<file path="src/rtl/approx_mult_pkg.sv">
// Shared definitions for the leading-one-truncation approximate multiplier engine:
// default geometry, FSM state encoding and width helpers.
package approx_mult_pkg;

    localparam int W_DEF         = 8;
    localparam int K_DEF         = 4;
    localparam int MAX_PAIRS_DEF = 16;
    localparam int S_DEF         = W_DEF - K_DEF;

    typedef enum logic [3:0] {
        ST_IDLE     = 4'd0,
        ST_WAIT_REL = 4'd1,
        ST_READ     = 4'd2,
        ST_LOAD     = 4'd3,
        ST_NORM     = 4'd4,
        ST_MULT     = 4'd5,
        ST_DENORM   = 4'd6,
        ST_WRITE    = 4'd7,
        ST_DONE     = 4'd8
    } state_e;

    // Maximum normalise shift per operand.
    function automatic int norm_shift(input int w, input int k);
        return w - k;
    endfunction

    function automatic int addr_width(input int depth);
        return (depth > 1) ? $clog2(depth) : 1;
    endfunction

    // Width of a per-operand shift counter that counts 0..s.
    function automatic int cnt_width(input int s);
        return (s > 0) ? $clog2(s + 1) : 1;
    endfunction

    // Width of the denormalise amount D, which ranges 0..2s.
    function automatic int denorm_width(input int s);
        return (s > 0) ? $clog2(2 * s + 1) : 1;
    endfunction

endpackage

</file>
<file path="src/rtl/lo_norm_shifter.sv">
// Leading-one normaliser for one operand: shifts left one bit per enabled cycle
// until the msb is set or the shift count reaches S.
module lo_norm_shifter
    import approx_mult_pkg::*;
#(
    parameter int W = W_DEF,
    parameter int S = S_DEF
) (
    input  logic                      clk,
    input  logic                      rst,
    input  logic                      load_i,
    input  logic [W-1:0]              data_i,
    input  logic                      shift_i,
    output logic [W-1:0]              data_o,
    output logic                      msb_o,
    output logic [cnt_width(S)-1:0]   cnt_o,
    output logic                      need_shift_o
);

    localparam int CW = cnt_width(S);

    logic [W-1:0]  data_q, data_d;
    logic [CW-1:0] cnt_q, cnt_d;

    assign data_o       = data_q;
    assign msb_o        = data_q[W-1];
    assign cnt_o        = cnt_q;
    assign need_shift_o = !data_q[W-1] && (32'(cnt_q) < S);

    always_comb begin
        data_d = data_q;
        cnt_d  = cnt_q;
        if (load_i) begin
            data_d = data_i;
            cnt_d  = '0;
        end else if (shift_i && need_shift_o) begin
            data_d = data_q << 1;
            cnt_d  = cnt_q + CW'(1);
        end
    end

    always_ff @(posedge clk) begin
        if (rst) begin
            data_q <= '0;
            cnt_q  <= '0;
        end else begin
            data_q <= data_d;
            cnt_q  <= cnt_d;
        end
    end

endmodule

</file>
<file path="src/rtl/approx_mult_engine.sv">
// Approximate multiplier engine: walks num_pairs operand pairs from an operand RAM,
// normalises, multiplies the top K bits, denormalises and writes 2W-bit products.
module approx_mult_engine
    import approx_mult_pkg::*;
#(
    parameter int W         = W_DEF,
    parameter int K         = K_DEF,
    parameter int MAX_PAIRS = MAX_PAIRS_DEF
) (
    input  logic                            clk,
    input  logic                            rst,
    input  logic                            start_i,
    input  logic [addr_width(MAX_PAIRS):0]  num_pairs_i,
    input  logic                            exact_mode_i,
    output logic                            rd_en_o,
    output logic [addr_width(MAX_PAIRS)-1:0] rd_addr_o,
    input  logic [2*W-1:0]                  rd_data_i,
    output logic                            wr_en_o,
    output logic [addr_width(MAX_PAIRS)-1:0] wr_addr_o,
    output logic [2*W-1:0]                  wr_data_o,
    output logic                            busy_o,
    output logic                            done_o
);

    localparam int S  = norm_shift(W, K);
    localparam int AW = addr_width(MAX_PAIRS);
    localparam int CW = cnt_width(S);
    localparam int DW = denorm_width(S);

    state_e         state_q, state_d;
    logic [AW-1:0]  idx_q, idx_d;
    logic [AW:0]    np_q, np_d;
    logic           exact_q, exact_d;
    logic [2*W-1:0] res_q, res_d;
    logic [DW-1:0]  d_q, d_d;
    logic [DW-1:0]  dcnt_q, dcnt_d;

    logic           op_load;
    logic           op_shift;
    logic [W-1:0]   op_data [2];
    logic           op_msb  [2];
    logic [CW-1:0]  op_cnt  [2];
    logic           op_need [2];

    // Operand 0 is A (upper half of the RAM word), operand 1 is B.
    generate
        for (genvar gi = 0; gi < 2; gi++) begin : g_norm
            lo_norm_shifter #(
                .W (W),
                .S (S)
            ) u_norm (
                .clk          (clk),
                .rst          (rst),
                .load_i       (op_load),
                .data_i       (rd_data_i[(2-gi)*W-1 -: W]),
                .shift_i      (op_shift),
                .data_o       (op_data[gi]),
                .msb_o        (op_msb[gi]),
                .cnt_o        (op_cnt[gi]),
                .need_shift_o (op_need[gi])
            );
        end
    endgenerate

    logic           norm_done;
    logic           pair_zero;
    logic           last_pair;
    logic [AW:0]    np_clamped;
    logic [K-1:0]   top_a, top_b;
    logic [2*K-1:0] prod_trunc;
    logic [2*W-1:0] prod_exact;

    // An operand is settled once it is normalised or its shift budget is spent.
    assign norm_done  = (op_msb[0] || !op_need[0]) && (op_msb[1] || !op_need[1]);
    assign pair_zero  = (rd_data_i[2*W-1:W] == '0) || (rd_data_i[W-1:0] == '0);
    assign last_pair  = ({1'b0, idx_q} == (np_q - (AW+1)'(1)));
    assign np_clamped = (num_pairs_i > (AW+1)'(MAX_PAIRS)) ? (AW+1)'(MAX_PAIRS) : num_pairs_i;

    assign top_a      = op_data[0][W-1 -: K];
    assign top_b      = op_data[1][W-1 -: K];
    assign prod_trunc = (2*K)'(top_a) * (2*K)'(top_b);
    assign prod_exact = {{W{1'b0}}, op_data[0]} * {{W{1'b0}}, op_data[1]};

    always_comb begin
        state_d  = state_q;
        idx_d    = idx_q;
        np_d     = np_q;
        exact_d  = exact_q;
        res_d    = res_q;
        d_d      = d_q;
        dcnt_d   = dcnt_q;
        op_load  = 1'b0;
        op_shift = 1'b0;
        case (state_q)
            ST_IDLE: begin
                if (start_i) state_d = ST_WAIT_REL;
            end
            ST_WAIT_REL: begin
                if (!start_i) begin
                    np_d    = np_clamped;
                    exact_d = exact_mode_i;
                    idx_d   = '0;
                    state_d = (num_pairs_i == '0) ? ST_DONE : ST_READ;
                end
            end
            ST_READ: begin
                state_d = ST_LOAD;
            end
            ST_LOAD: begin
                op_load = 1'b1;
                if (pair_zero) begin
                    res_d   = '0;
                    state_d = ST_WRITE;
                end else if (exact_q) begin
                    state_d = ST_MULT;
                end else begin
                    state_d = ST_NORM;
                end
            end
            ST_NORM: begin
                op_shift = 1'b1;
                if (norm_done) state_d = ST_MULT;
            end
            ST_MULT: begin
                if (exact_q) begin
                    res_d   = prod_exact;
                    state_d = ST_WRITE;
                end else begin
                    res_d   = (2*W)'(prod_trunc);
                    d_d     = DW'(2 * S) - DW'(op_cnt[0]) - DW'(op_cnt[1]);
                    dcnt_d  = '0;
                    state_d = ST_DENORM;
                end
            end
            ST_DENORM: begin
                if (dcnt_q == d_q) begin
                    state_d = ST_WRITE;
                end else begin
                    res_d  = res_q << 1;
                    dcnt_d = dcnt_q + DW'(1);
                end
            end
            ST_WRITE: begin
                if (last_pair) begin
                    state_d = ST_DONE;
                end else begin
                    idx_d   = idx_q + AW'(1);
                    state_d = ST_READ;
                end
            end
            ST_DONE: begin
                state_d = ST_IDLE;
            end
            default: begin
                state_d = ST_IDLE;
            end
        endcase
    end

    always_ff @(posedge clk) begin
        if (rst) begin
            state_q <= ST_IDLE;
            idx_q   <= '0;
            np_q    <= '0;
            exact_q <= 1'b0;
            res_q   <= '0;
            d_q     <= '0;
            dcnt_q  <= '0;
        end else begin
            state_q <= state_d;
            idx_q   <= idx_d;
            np_q    <= np_d;
            exact_q <= exact_d;
            res_q   <= res_d;
            d_q     <= d_d;
            dcnt_q  <= dcnt_d;
        end
    end

    // Address and data buses are held at zero outside their strobes.
    assign rd_en_o   = (state_q == ST_READ);
    assign rd_addr_o = rd_en_o ? idx_q : '0;
    assign wr_en_o   = (state_q == ST_WRITE);
    assign wr_addr_o = wr_en_o ? idx_q : '0;
    assign wr_data_o = wr_en_o ? res_q : '0;
    assign busy_o    = (state_q == ST_READ)   || (state_q == ST_LOAD) ||
                       (state_q == ST_NORM)   || (state_q == ST_MULT) ||
                       (state_q == ST_DENORM) || (state_q == ST_WRITE);
    assign done_o    = (state_q == ST_DONE);

endmodule

</file>
<file path="config.mk">
export PLATFORM = sky130hd
export DESIGN_NAME = approx_mult_engine
export DESIGN_NICKNAME = d
export VERILOG_FILES = /design/src/rtl/approx_mult_pkg.sv /design/src/rtl/lo_norm_shifter.sv /design/src/rtl/approx_mult_engine.sv
export SDC_FILE = /design/constraint.sdc
export NUM_CORES = 1
export LEC_CHECK = 0
export ABC_AREA = 1
export CORE_MARGIN = 4
export CORE_UTILIZATION = 45
export CTS_CLUSTER_DIAMETER = 40
export DETAILED_ROUTE_END_ITERATION = 6
export PLACE_DENSITY = 0.71
export SYNTH_ARGS = -nofsm -noshare
export SYNTH_HDL_FRONTEND = slang
export SYNTH_SLANG_ARGS = --single-unit
</file>
<file path="constraint.sdc">
create_clock -name clk -period 4.53 [get_ports clk]
set_input_delay 0.6795 -clock clk [delete_from_list [all_inputs] [get_ports clk]]
set_output_delay 0.6795 -clock clk [all_outputs]
set_load 0.005 [all_outputs]
</file>
Word-level counts from Yosys, hierarchy flattened
Cells that the tools add are included.
{ "word_totals": {"ff_bits": 60, "wordCells": 106, "output_inout_bits": 28} }
{ "op_classes": {"n_eq_ne": 18, "addsub": 7, "n_mux": 30, "bitwise": 2, "n_lt_le_gt_ge": 3, "n_reduce_logical": 33, "multipliers": 2} }
{ "op_table": {"columns": ["operator", "count"], "rows": [
  ["16-bit two-way mux", 4],
  ["4-bit two-way mux", 12],
  ["16-bit case mux with 3 select lines", 1],
  ["8-bit two-way mux", 4],
  ["4-bit case mux with 8 select lines", 1],
  ["4-bit by 3-bit == test with 1-bit output, second input constant", 4],
  ["8-bit zero test", 2],
  ["8-bit by 8-bit multiplier with 16-bit output", 1],
  ["2-bit inequality test, second input constant", 8],
  ["4-bit case mux with 2 select lines", 2],
  ["3-bit AND reduction", 3],
  ["4-bit by 1-bit adder with 4-bit output, second input constant", 2],
  ["4-bit by 2-bit == test with 1-bit output, second input constant", 2],
  ["1-bit logical OR", 8],
  ["4-bit by 4-bit multiplier with 8-bit output", 1],
  ["2-bit nonzero test", 4],
  ["3-bit by 1-bit adder with 3-bit output, second input constant", 2],
  ["3-bit less-than comparator, second input constant", 2],
  ["4-bit by 5-bit == test with 1-bit output", 1],
  ["5-bit > comparator, second input constant", 1],
  ["1-bit logical AND", 5],
  ["5-bit zero test", 1],
  ["5-bit two-way mux", 1],
  ["5-bit by 1-bit subtractor with 5-bit output, second input constant", 1],
  ["other kinds (14)", 22]
]} }

Longest topological paths before layout
Gate-level depths: netlist of the first run.
{ "depth": {"depth_word": 7, "depth_mapped": 23} }

Cells and area by module
From an unflattened synthesis of the first run, not the netlist that was laid out.
{ "hier_totals": {"hier_cells": 930, "area_unflattened_um2": 6149.6} }
{ "by_module_without_submodules": {"columns": ["mod", "area_per_inst_um2", "cells_each", "seq_area_each_um2", "instances"], "rows": [
  ["approx_mult_engine", 5068.6, 778, 760.7, 1],
  ["lo_norm_shifter", 540.5, 76, 220.2, 2]
]} }

Least setup slack after synthesis of the first run
OpenSTA, ideal clock, no wires.
{ "synth_timing": {"path_kind": "register to register", "from": "reg g_norm[0].u_norm.data_q[0]", "to": "reg res_q[13]", "period_less_slack_ns": 3.943, "stages_incl_launch_ff": 22, "setup_ns": 0.070, "slack_ns": 0.587, "arrival_ns": 3.873, "required_time_ns": 4.460, "path_buffers": 1, "path_cell_list": "dfxtp_1 -> clkbuf_1 -> nand2_1 -> fa_1 -> fa_1 -> inv_1 -> fa_1 -> inv_1 -> fa_1 -> inv_1 -> ha_1 -> nand2_1 -> inv_1 -> nand2_1 -> nand2_1 -> nand2_1 -> nand3_1 -> nand2_1 -> nand3_1 -> nand2_1 -> nand2_1 -> a21oi_1"} }
{ "synth_via": {"elab_chain_cells": 3} }
{ "synth_rtl": {"columns": ["item", "line_no", "rtl"], "rows": [
  ["start, declared", "lo_norm_shifter.sv:22", "logic [W-1:0] data_q, data_d;"],
  ["start signal, assigned", "lo_norm_shifter.sv:47", "data_q <= data_d;"],
  ["8-bit by 8-bit multiplier with 16-bit output", "approx_mult_engine.sv:82", "assign prod_exact = {{W{1'b0}}, op_data[0]} * {{W{1'b0}}, op_data[1]};"],
  ["16-bit two-way mux", "approx_mult_engine.sv:125", "if (exact_q) begin"],
  ["16-bit case mux with 3 select lines", "approx_mult_engine.sv:94", "case (state_q)"],
  ["end signal, assigned", "approx_mult_engine.sv:174", "res_q <= res_d;"],
  ["end, declared", "approx_mult_engine.sv:34", "logic [2*W-1:0] res_q, res_d;"]
]} }
Every way passes these cells.
A chain may end at the register's enable or synchronous reset.

Worst setup path after layout of the first run
{ "layout_timing": {"from": "reg g_norm[0].u_norm.data_q[2]", "to": "reg res_q[15]"} }
Same word-level chain as after synthesis.

==> results.ini, run 1 <==
[sta]
setup_tns_ns=0
tightest_slew_ns=0.6551
finalClockSkew_ns=0.007080
hold-worst-slack_ns=0.4624
drv_slew=0
timing.final.hold_violations=0
maxSlewHeadroom_pct=56.28
rsz0062_at_grt=no
period_needed_ns=4.229
finalCritPeriodShare_pct=93.34
fmax_mhz=236.5
setup_viol=0

[floorplan]
num_io_pins=53
dieArea_sq_um=15180
start_util_pct=46.57
core_sq_um=12820
dieWidth_um=123.2
die_y_um=123.2
num_rows=41

[placed_design]
port_buffers=52
gp_congestion=0.9400
dpl.hpwl_um=11330
postPlaceCellArea_sq_um=6570

[clock_network]
cts_root_buffer=clkbuf_16
cts_tree=built
clk_pin_slew_worst_paths_ns=0.06
numCtsBuffers=9
cts.path.max_buffers=2
clkSinkCount=60
clk_latency_ns=0.33
htree_levels=3

[synthesis]
seq_area_frac_synth_pct=20.11
async_reset_ff_share_pct=0
syn_area_sq_um=5972
synth_edf_count=0
yosysUniqueCellTypes=38
syn-num-nets=1029
synth_cells=912
ys_seq_elements=60
synthFlopType=dfxtp_1
avgSynthCellArea_sq_um=6.548
yosysWarnings=0

[setup_path]
critPathSlowestCell=dfxtp_1
endpoint_kind=register
max_stage_delay_ns=0.58
critical_path_arrival_ns=4.43
r2r_cells=18
cp_top_family=adder cells
reg2reg_slack_ns=0.30
cpMostUsedCell=nand2_1
worstPathRequired_ns=4.73
crit_chain=nand2_1 > fa_1 > fa_1 > inv_1 > fa_1 > inv_1 > fa_1 > inv_1 > ha_1 > nand2_1 > nor2_1 > nand3_1 > nand3_1 > nand2_1 > nand3_1 > nand2_1 > nand2_1 > a21oi_1
crit_type=reg -> reg
r2r_start=g_norm[0].u_norm.data_o[2]
worstSetupStartpointType=register
rr_endpoint=res_q[15]
worstPathMaxFanout=10
path_buf_inv=3

[grt]
overflow=0
grt_max_degree=40
grt_pass1_wl_um=24960
grt_usage_pct=20.39
grt_pass1_vias=5415
antenna_found_initial=0

[worst_hold_path]
hold_depth=2
min-delay-start=res_q[2]
hp-class=reg -> reg
whs_endpoint=res_q[2]

[routing]
drtIter0Drc=313
vias=5532
drt-total-wl_um=14430
vias_per_cell=4.930
drtPass1Iterations=5
drc=0
routedWlPerCell_um=12.86
postRouteAntennaNets=0

[final_layout]
drive_gt1_share_pct=4.632
nets=1062
final_util_pct=54.00
area_delta_synth_final_pct=15.96
nFillCells=1294
final_area_sq_um=6925
diodes=0

[power_and_ir_drop]
p_per_area_nw_per_um2=237.2
p_total_mw=1.643
leakagePower_nw=3.652
max-vdd-ir-drop_mv=0.2036

[flow_run]
drv_cap=0

[run_status]
status=finished clean

[logic make-up (layout without fill, tap and decap cells)]
kind of cell | after synthesis | after routing | synth area share [%]
flops | 60 | 60 | 20.11
compound gates | 89 | 89 | 8.821
xor+xnor | 17 | 17 | 2.493
simple gates | 411 | 411 | 28.41
fa+ha+maj | 92 | 92 | 24.30
buf+inv | 243 | 281 | 15.86
[through the flow]
step	std cells	setup WS, ns
3_3_place_gp	1106	0.3100
6_report	1122	0.3015
5_1_grt	1122	0.01282
3_5_place_dp	1106	0.2783
4_1_cts	1122	0.2255
2_1_floorplan	912	0.5869
[area by class of cell]
| class | instances | area, sq um | area share (%) |
|---|---|---|---|
| flip-flops and latches | 60 | 1206 | 17.42 |
| multi-input cells | 609 | 3824 | 55.21 |
| inverters | 211 | 794.5 | 11.47 |
| well taps | 172 | 215.2 | 3.107 |
| clock buffers | 10 | 239.0 | 3.451 |
| repair buffers | 54 | 535.5 | 7.733 |
| clock inverters | 6 | 111.4 | 1.608 |
[power breakdown]
part	internal [mW]	switching, mW	total, mW
clock network	0.552	0.260	0.813
registers	0.556	0.0545	0.611
logic	0.0887	0.131	0.220
total	1.20	0.446	1.64
[registers in the layout (all words and copies together), names as in the netlist]
register	flops
d_q	4
dcnt_q	4
exact_q	1
g_norm.u_norm.cnt_o	6
g_norm.u_norm.data_o	16
idx_q	4
np_q	5
res_q	16
state_q	4
[Yosys cell counts (5+ instances only)]
cell type  number  share of area, %
nand2_1       255                16
inv_1         204                13
nor2_1         85               5.3
dfxtp_1        60                20
ha_1           52                11
a21oi_1        43               3.6
fa_1           40                13
nand3_1        39               3.3
clkbuf_1       21               1.3
o21ai_0        18               1.5
nand4_1        13               1.4
a311oi_1       12               1.8
xor2_1         12               1.8
nand2_2         7              0.73
inv_2           6              0.38
buf_2           5              0.42
xnor2_1         5              0.73
[per-layer routing]
layer	global-route usage [%]	part of all wire [%]	up-vias
li1	-	-	2830
met1	26.46	45	2568
met2	35.37	49	114
met3	3.248	4.3	20
met4	5.260	1.4	0
met5	0	0	-
[tightest hold or removal path, stage by stage (launching register included)]
cell and delay [ns]:
dfxtp_1 0.31, nand2_1 0.06, a21oi_1 0.05
[cells in the final DEF, fill, tap and decap left out, drive strengths merged]
master / instances
dfxtp: 60
nor2: 89
buf: 2
a22oi: 1
fa: 40
xor2: 12
bufinv: 3
o21ai: 20
clkinvlp: 1
a32oi: 1
nand2: 264
xnor2: 5
inv: 211
o2111ai: 1
o221ai: 1
o211ai: 2
clkdlybuf4s50: 52
or2: 2
clkbuf: 10
nand4: 13
nor3: 3
a21oi: 43
clkinv: 2
a31oi: 1
a311oi: 12
o22ai: 3
nand3: 40
ha: 52
o32ai: 2
a211oi: 2
[timing repair]
action	in CTS	in global routing
endpoints found under the setup margin	0	6
setup buffers	0	0
gates resized for setup	0	4
hold buffers	0	0
[how the worst max path moves through the flow]
stage,from,end,slack (ns),cells past startpoint
after floorplan,g_norm[0].u_norm.data_o[0],res_q[13],0.59,21
after global placement,g_norm[0].u_norm.data_o[0],res_q[9],0.31,17
after detailed placement,g_norm[0].u_norm.data_o[0],res_q[9],0.28,17
after CTS,g_norm[0].u_norm.data_o[0],res_q[15],0.23,18
after global routing,g_norm[1].u_norm.data_o[7],res_q[10],0.01,17
final,g_norm[0].u_norm.data_o[2],res_q[15],0.30,18
No activity file was read; power rests on OpenSTA's default activity.
==> inputs of run 2 (changes only) <==
- CTS_CLUSTER_SIZE: default -> 12
==> results of run 2 <==
No change in the layout: final DEF, timing and power equal those of run 1.
